--- config.mk ---
export PLATFORM = sky130hd
export DESIGN_NAME = serial_adder
export DESIGN_NICKNAME = d
export VERILOG_FILES = /design/src/rtl/serial_adder.sv
export SDC_FILE = /design/constraint.sdc
export NUM_CORES = 1
export LEC_CHECK = 0
export CORE_UTILIZATION = 48
export DETAILED_ROUTE_END_ITERATION = 7
export GPL_ROUTABILITY_DRIVEN = 0
export PLACE_DENSITY = 0.84
export SLEW_MARGIN = 20
export SYNTH_ARGS = -nofsm -noshare
export SYNTH_HDL_FRONTEND = slang
export SYNTH_SLANG_ARGS = --single-unit
--- constraint.sdc ---
create_clock -name clk -period 4.6 [get_ports clk]
set_input_delay 0.69 -clock clk [delete_from_list [all_inputs] [get_ports clk]]
set_output_delay 0.69 -clock clk [all_outputs]
set_load 0.01 [all_outputs]
--- src/rtl/serial_adder.sv ---
// Digit-serial add/subtract: DIGIT bits per clock through a ripple of full-adder cells, carry registered between digits.
// Latency: start accepted on edge 0, digits on edges 1..STEPS, done pulses in the cycle after edge STEPS.
// Backpressure: none; start is ignored while busy, and a held start restarts on the edge that ends the done cycle.
module serial_adder #(
    parameter int WIDTH = 8,
    parameter int DIGIT = 1
) (
    input  logic             clk,
    input  logic             rst_n,
    input  logic             start,
    input  logic [WIDTH-1:0] a,
    input  logic [WIDTH-1:0] b,
    input  logic             rin,
    input  logic             sub,
    output logic             busy,
    output logic             done,
    output logic [WIDTH-1:0] z,
    output logic             rout,
    output logic             ovf
);

    localparam int STEPS = WIDTH / DIGIT;
    localparam int CW    = (STEPS > 1) ? $clog2(STEPS) : 1;

    if (WIDTH % DIGIT != 0) begin : g_bad_digit
        $error("serial_adder: WIDTH must be a multiple of DIGIT");
    end

    typedef enum logic {IDLE, RUN} state_t;

    state_t           state;
    logic [WIDTH-1:0] op_a;
    logic [WIDTH-1:0] op_b;
    logic [WIDTH-1:0] acc;
    logic             carry;
    logic [CW-1:0]    cnt;

    logic [DIGIT-1:0] sum;
    logic [DIGIT:0]   c;
    logic [WIDTH-1:0] acc_next;

    // One digit of full-adder cells; c[DIGIT-1] is the carry into the digit MSB.
    always_comb begin
        c    = '0;
        sum  = '0;
        c[0] = carry;
        for (int i = 0; i < DIGIT; i++) begin
            sum[i]   = op_a[i] ^ op_b[i] ^ c[i];
            c[i+1]   = (op_a[i] & op_b[i]) | (c[i] & (op_a[i] ^ op_b[i]));
        end
        acc_next = (acc >> DIGIT) | (WIDTH'(sum) << (WIDTH - DIGIT));
    end

    always_ff @(posedge clk or negedge rst_n) begin
        if (!rst_n) begin
            state <= IDLE;
            busy  <= 1'b0;
            done  <= 1'b0;
            z     <= '0;
            rout  <= 1'b0;
            ovf   <= 1'b0;
            op_a  <= '0;
            op_b  <= '0;
            acc   <= '0;
            carry <= 1'b0;
            cnt   <= '0;
        end else begin
            done <= 1'b0;
            case (state)
                IDLE: begin
                    if (start) begin
                        // Subtraction is A + ~B + ~borrow, so the run loop only ever adds.
                        op_a  <= a;
                        op_b  <= sub ? ~b : b;
                        carry <= sub ? ~rin : rin;
                        cnt   <= '0;
                        busy  <= 1'b1;
                        state <= RUN;
                    end
                end
                RUN: begin
                    op_a  <= op_a >> DIGIT;
                    op_b  <= op_b >> DIGIT;
                    acc   <= acc_next;
                    carry <= c[DIGIT];
                    cnt   <= cnt + CW'(1);
                    if (cnt == CW'(STEPS - 1)) begin
                        z     <= acc_next;
                        rout  <= c[DIGIT];
                        ovf   <= c[DIGIT-1] ^ c[DIGIT];
                        done  <= 1'b1;
                        busy  <= 1'b0;
                        state <= IDLE;
                    end
                end
                default: state <= IDLE;
            endcase
        end
    end

endmodule

==> run_results.csv <==
group,metric,value,unit
timing,rsz0062_at_grt,"no",
floorplanning,design.die.area,0.00399,mm²
finish,insertedDiodeCount,0,
timing,timing.slew.headroom,42.9,%
timing,final_ws_setup,2.45,ns
grt,largest_net_degree_at_the_start_of_global_routing,46,
critical_path,ff2ff_path_depth,4,
finish,finalCoreUtilization,63.3,%
logic_synthesis,count_leader_synth,"sky130_fd_sc_hd__dfrtp_1",
critical_path,arrival,2.33,ns
worst_hold_path,min-delay-start,"op_a[6]",
grt,first_pass_grt_wire_length,5.39,mm
detailed_routing,first_pass_iteration_count_of_the_detailed_router,4,
logic_synthesis,number_of_synthesized_flops_with_an_enable_pin,0,
cts,cts_tree,"yes",
cts,cts_made_buffers,5,
cts,insertion_delay,0.29,ns
detailed_routing,route.antenna.remaining_nets,0,
floorplanning,starting_density,51.7,%
logic_synthesis,synthTopCellsByArea,"sky130_fd_sc_hd__dfrtp_1, sky130_fd_sc_hd__mux2_2, sky130_fd_sc_hd__mux2i_1",
floorplanning,core-area,0.00347,mm²
cts,clk_pin_slew_worst_paths,0.07,ns
logic_synthesis,async_flop_share,100,%
detailed_routing,drt_drc_violations_left,0,
timing,max_clock_freq,466,MHz
power,power.static_leakage,0.970,nW
logic_synthesis,yosys_warnings,0,
critical_path,startpoint,"start",
run_status,result_of_the_run,"completed",
critical_path,critical_register_to_register_path_endpoint,"z[0]",
power,vdd_ir_drop_max,272,µV
critical_path,regToRegSetupSlack,2.89,ns
grt,grt_use_total,18.1,%
job,maxCapViolations,0,
timing,period_minus_slack,2.15,ns
finish,finish.instance_area,0.00219,mm²
logic_synthesis,dominantRegCellSynth,"sky130_fd_sc_hd__dfrtp_1",
detailed_routing,totalWireLength,3.05,mm
placement,post-place-ws,2.13,ns
finish,final_nets,196,
grt,number_of_antenna_violations_at_the_first_check_in_global_routing,0,
floorplanning,floorplan.io_pins,33,
logic_synthesis,synth_seq_cells,40,
logic_synthesis,netlist_instances,140,
placement,dp.final_hpwl,2.13,mm
worst_hold_path,min-delay-path-class,"reg -> reg",
floorplanning,rows,21,
cts,cts_repair_resize_count,0,
critical_path,critical_path.reg2reg.startpoint,"cnt[0]",
timing,timing_max_transition_violations_final,0,
timing,final.setup_skew,0.00461,ns
logic_synthesis,post_synth_instance_area,0.00179,mm²
placement,dpl_cell_area,0.00211,mm²
cts,root_buffer,"sky130_fd_sc_hd__clkbuf_8",
cts,clock_tree.htree_level_count,2,
grt,globalRouteOverflowTotal,0,
floorplanning,die-height,63.1,µm
finish,filler_cell_count,281,
finish,drive_gt1_share,19.8,%
timing,timing.final.crit_share,46.7,%
placement,port-buffer-count,32,
logic_synthesis,synth_largest_area_cell,"sky130_fd_sc_hd__dfrtp_1",
cts,cts-hold-fix-buffers,0,
critical_path,path_class,"in -> reg",
cts,cts_post_setup_buffers_inserted,0,
timing,report.final.hold_viol_count,0,
finish,synthToLayoutAreaGrowth,22.3,%
detailed_routing,via_count,1090,
critical_path,critPathLaunchType,"input pin",
timing,worst_pin_slew,0.857,ns
critical_path,crit_fanout,20,
grt,grt_pass1_vias,1202,
logic_synthesis,synth_largest_type_area_fraction,55.8,%
power,p_per_area,594,mW/mm²
logic_synthesis,synth.net_count,165,
timing,fin_tns_setup,0,ns
cts,clkSinkCount,40,
critical_path,worst_ep_required_time,4.78,ns
worst_hold_path,worst_hold_path.endpoint,"op_a[5]",
logic_synthesis,synth_common_cells,"sky130_fd_sc_hd__dfrtp_1, sky130_fd_sc_hd__mux2_2, sky130_fd_sc_hd__nand2_1",
worst_hold_path,hold_path_depth,2,
cts,clock_path_buffers,2,
floorplanning,die_w,63.1,µm
critical_path,sort_of_element_at_the_end_of_the_critical_path,"register",
logic_synthesis,post_synth_num_cell_types,25,
detailed_routing,routedWlPerCell,14.0,µm
logic_synthesis,syn-mean-instance-area,12.8,µm²
detailed_routing,drt_iter0_drcs,29,
logic_synthesis,part_of_the_yosys_area_used_for_sequential_elements,55.8,%
timing,worst_hold_slack_across_all_endpoints,0.489,ns
timing,finalSetupViolations,0,
detailed_routing,routed_via_density,5.00,
-- cells in the final DEF, fill, tap and decap left out, types with 3 or more instances in the layout --
cell,instances
sky130_fd_sc_hd__clkdlybuf4s50_1,31
sky130_fd_sc_hd__o21ai_0,8
sky130_fd_sc_hd__dfrtp_1,40
sky130_fd_sc_hd__inv_1,3
sky130_fd_sc_hd__xnor2_1,7
sky130_fd_sc_hd__or3b_2,5
sky130_fd_sc_hd__o211ai_1,5
sky130_fd_sc_hd__nand2_1,14
sky130_fd_sc_hd__mux2_2,18
sky130_fd_sc_hd__mux2i_1,8
sky130_fd_sc_hd__xor2_1,3
sky130_fd_sc_hd__ha_1,3
sky130_fd_sc_hd__nor2_1,4
sky130_fd_sc_hd__clkbuf_8,5
-- layout make-up --
| type | count | area (µm²) | share of cell area [%] |
|---|---|---|---|
| repair buffers | 33 | 323 | 14.7 |
| clock inverters | 3 | 18.8 | 0.855 |
| multi-input cells | 88 | 714 | 32.6 |
| flip-flops and latches | 40 | 1000 | 45.6 |
| inverters | 3 | 11.3 | 0.513 |
| clock buffers | 5 | 68.8 | 3.14 |
| well taps | 46 | 57.6 | 2.62 |
-- per-stage QoR --
step	std cells	power, W
2_1_floorplan	140	0.000910
3_3_place_gp	210	0.00105
3_5_place_dp	210	0.00109
4_1_cts	218	0.00132
5_1_grt	218	0.00140
6_report	218	0.00130
-- where the power goes --
part | total [W] | switching, W | leakage [nW] | internal (W)
Sequential | 0.000601 | 0.0000937 | 0.491 | 0.000508
Combinational | 0.000476 | 0.000196 | 0.431 | 0.000280
Clock | 0.000226 | 0.000121 | 0.0479 | 0.000106
-- worst max-delay path, cell delays in order --
cell and delay (ns):
sky130_fd_sc_hd__clkdlybuf4s50_1 1.01, sky130_fd_sc_hd__nor2_1 0.22, sky130_fd_sc_hd__a221o_1 0.40
-- registers in the layout (all words and copies together) (netlist names) --
signal  cells
op_a        8
op_b        8
z           8
acc         7
cnt         3
busy        1
carry       1
done        1
ovf         1
rout        1
state       1
-- cell families (layout without fill, tap and decap cells) --
group | after synthesis | in the layout | synth area share (%)
AO/OA/AOI/OAI | 20 | 20 | 7.88
multiplexers | 26 | 26 | 15.8
AND/OR/NAND/NOR | 28 | 28 | 8.09
XOR/XNOR | 10 | 10 | 4.88
buffers and inverters | 12 | 44 | 4.39
adder cells (fa/ha/maj) | 4 | 4 | 3.21
flip-flops | 40 | 40 | 55.8
-- worst max path at each step --
| stage | endpoint |
|---|---|
| 3_5_place_dp | op_b[0] |
| 2_1_floorplan | carry |
| 5_1_grt | op_b[2] |
| 6_report | op_b[0] |
| 4_1_cts | op_b[0] |
| 3_3_place_gp | op_b[0] |
-- metal layers --
metal	vias to the layer above	track usage (%)	share of wire, %
li1	540	-	-
met1	524	20.6	44
met2	21	30.6	50
met3	5	5.98	4.1
met4	0	8.43	1.9
met5	-	0	0
No activity file was read; power rests on OpenSTA's default activity.
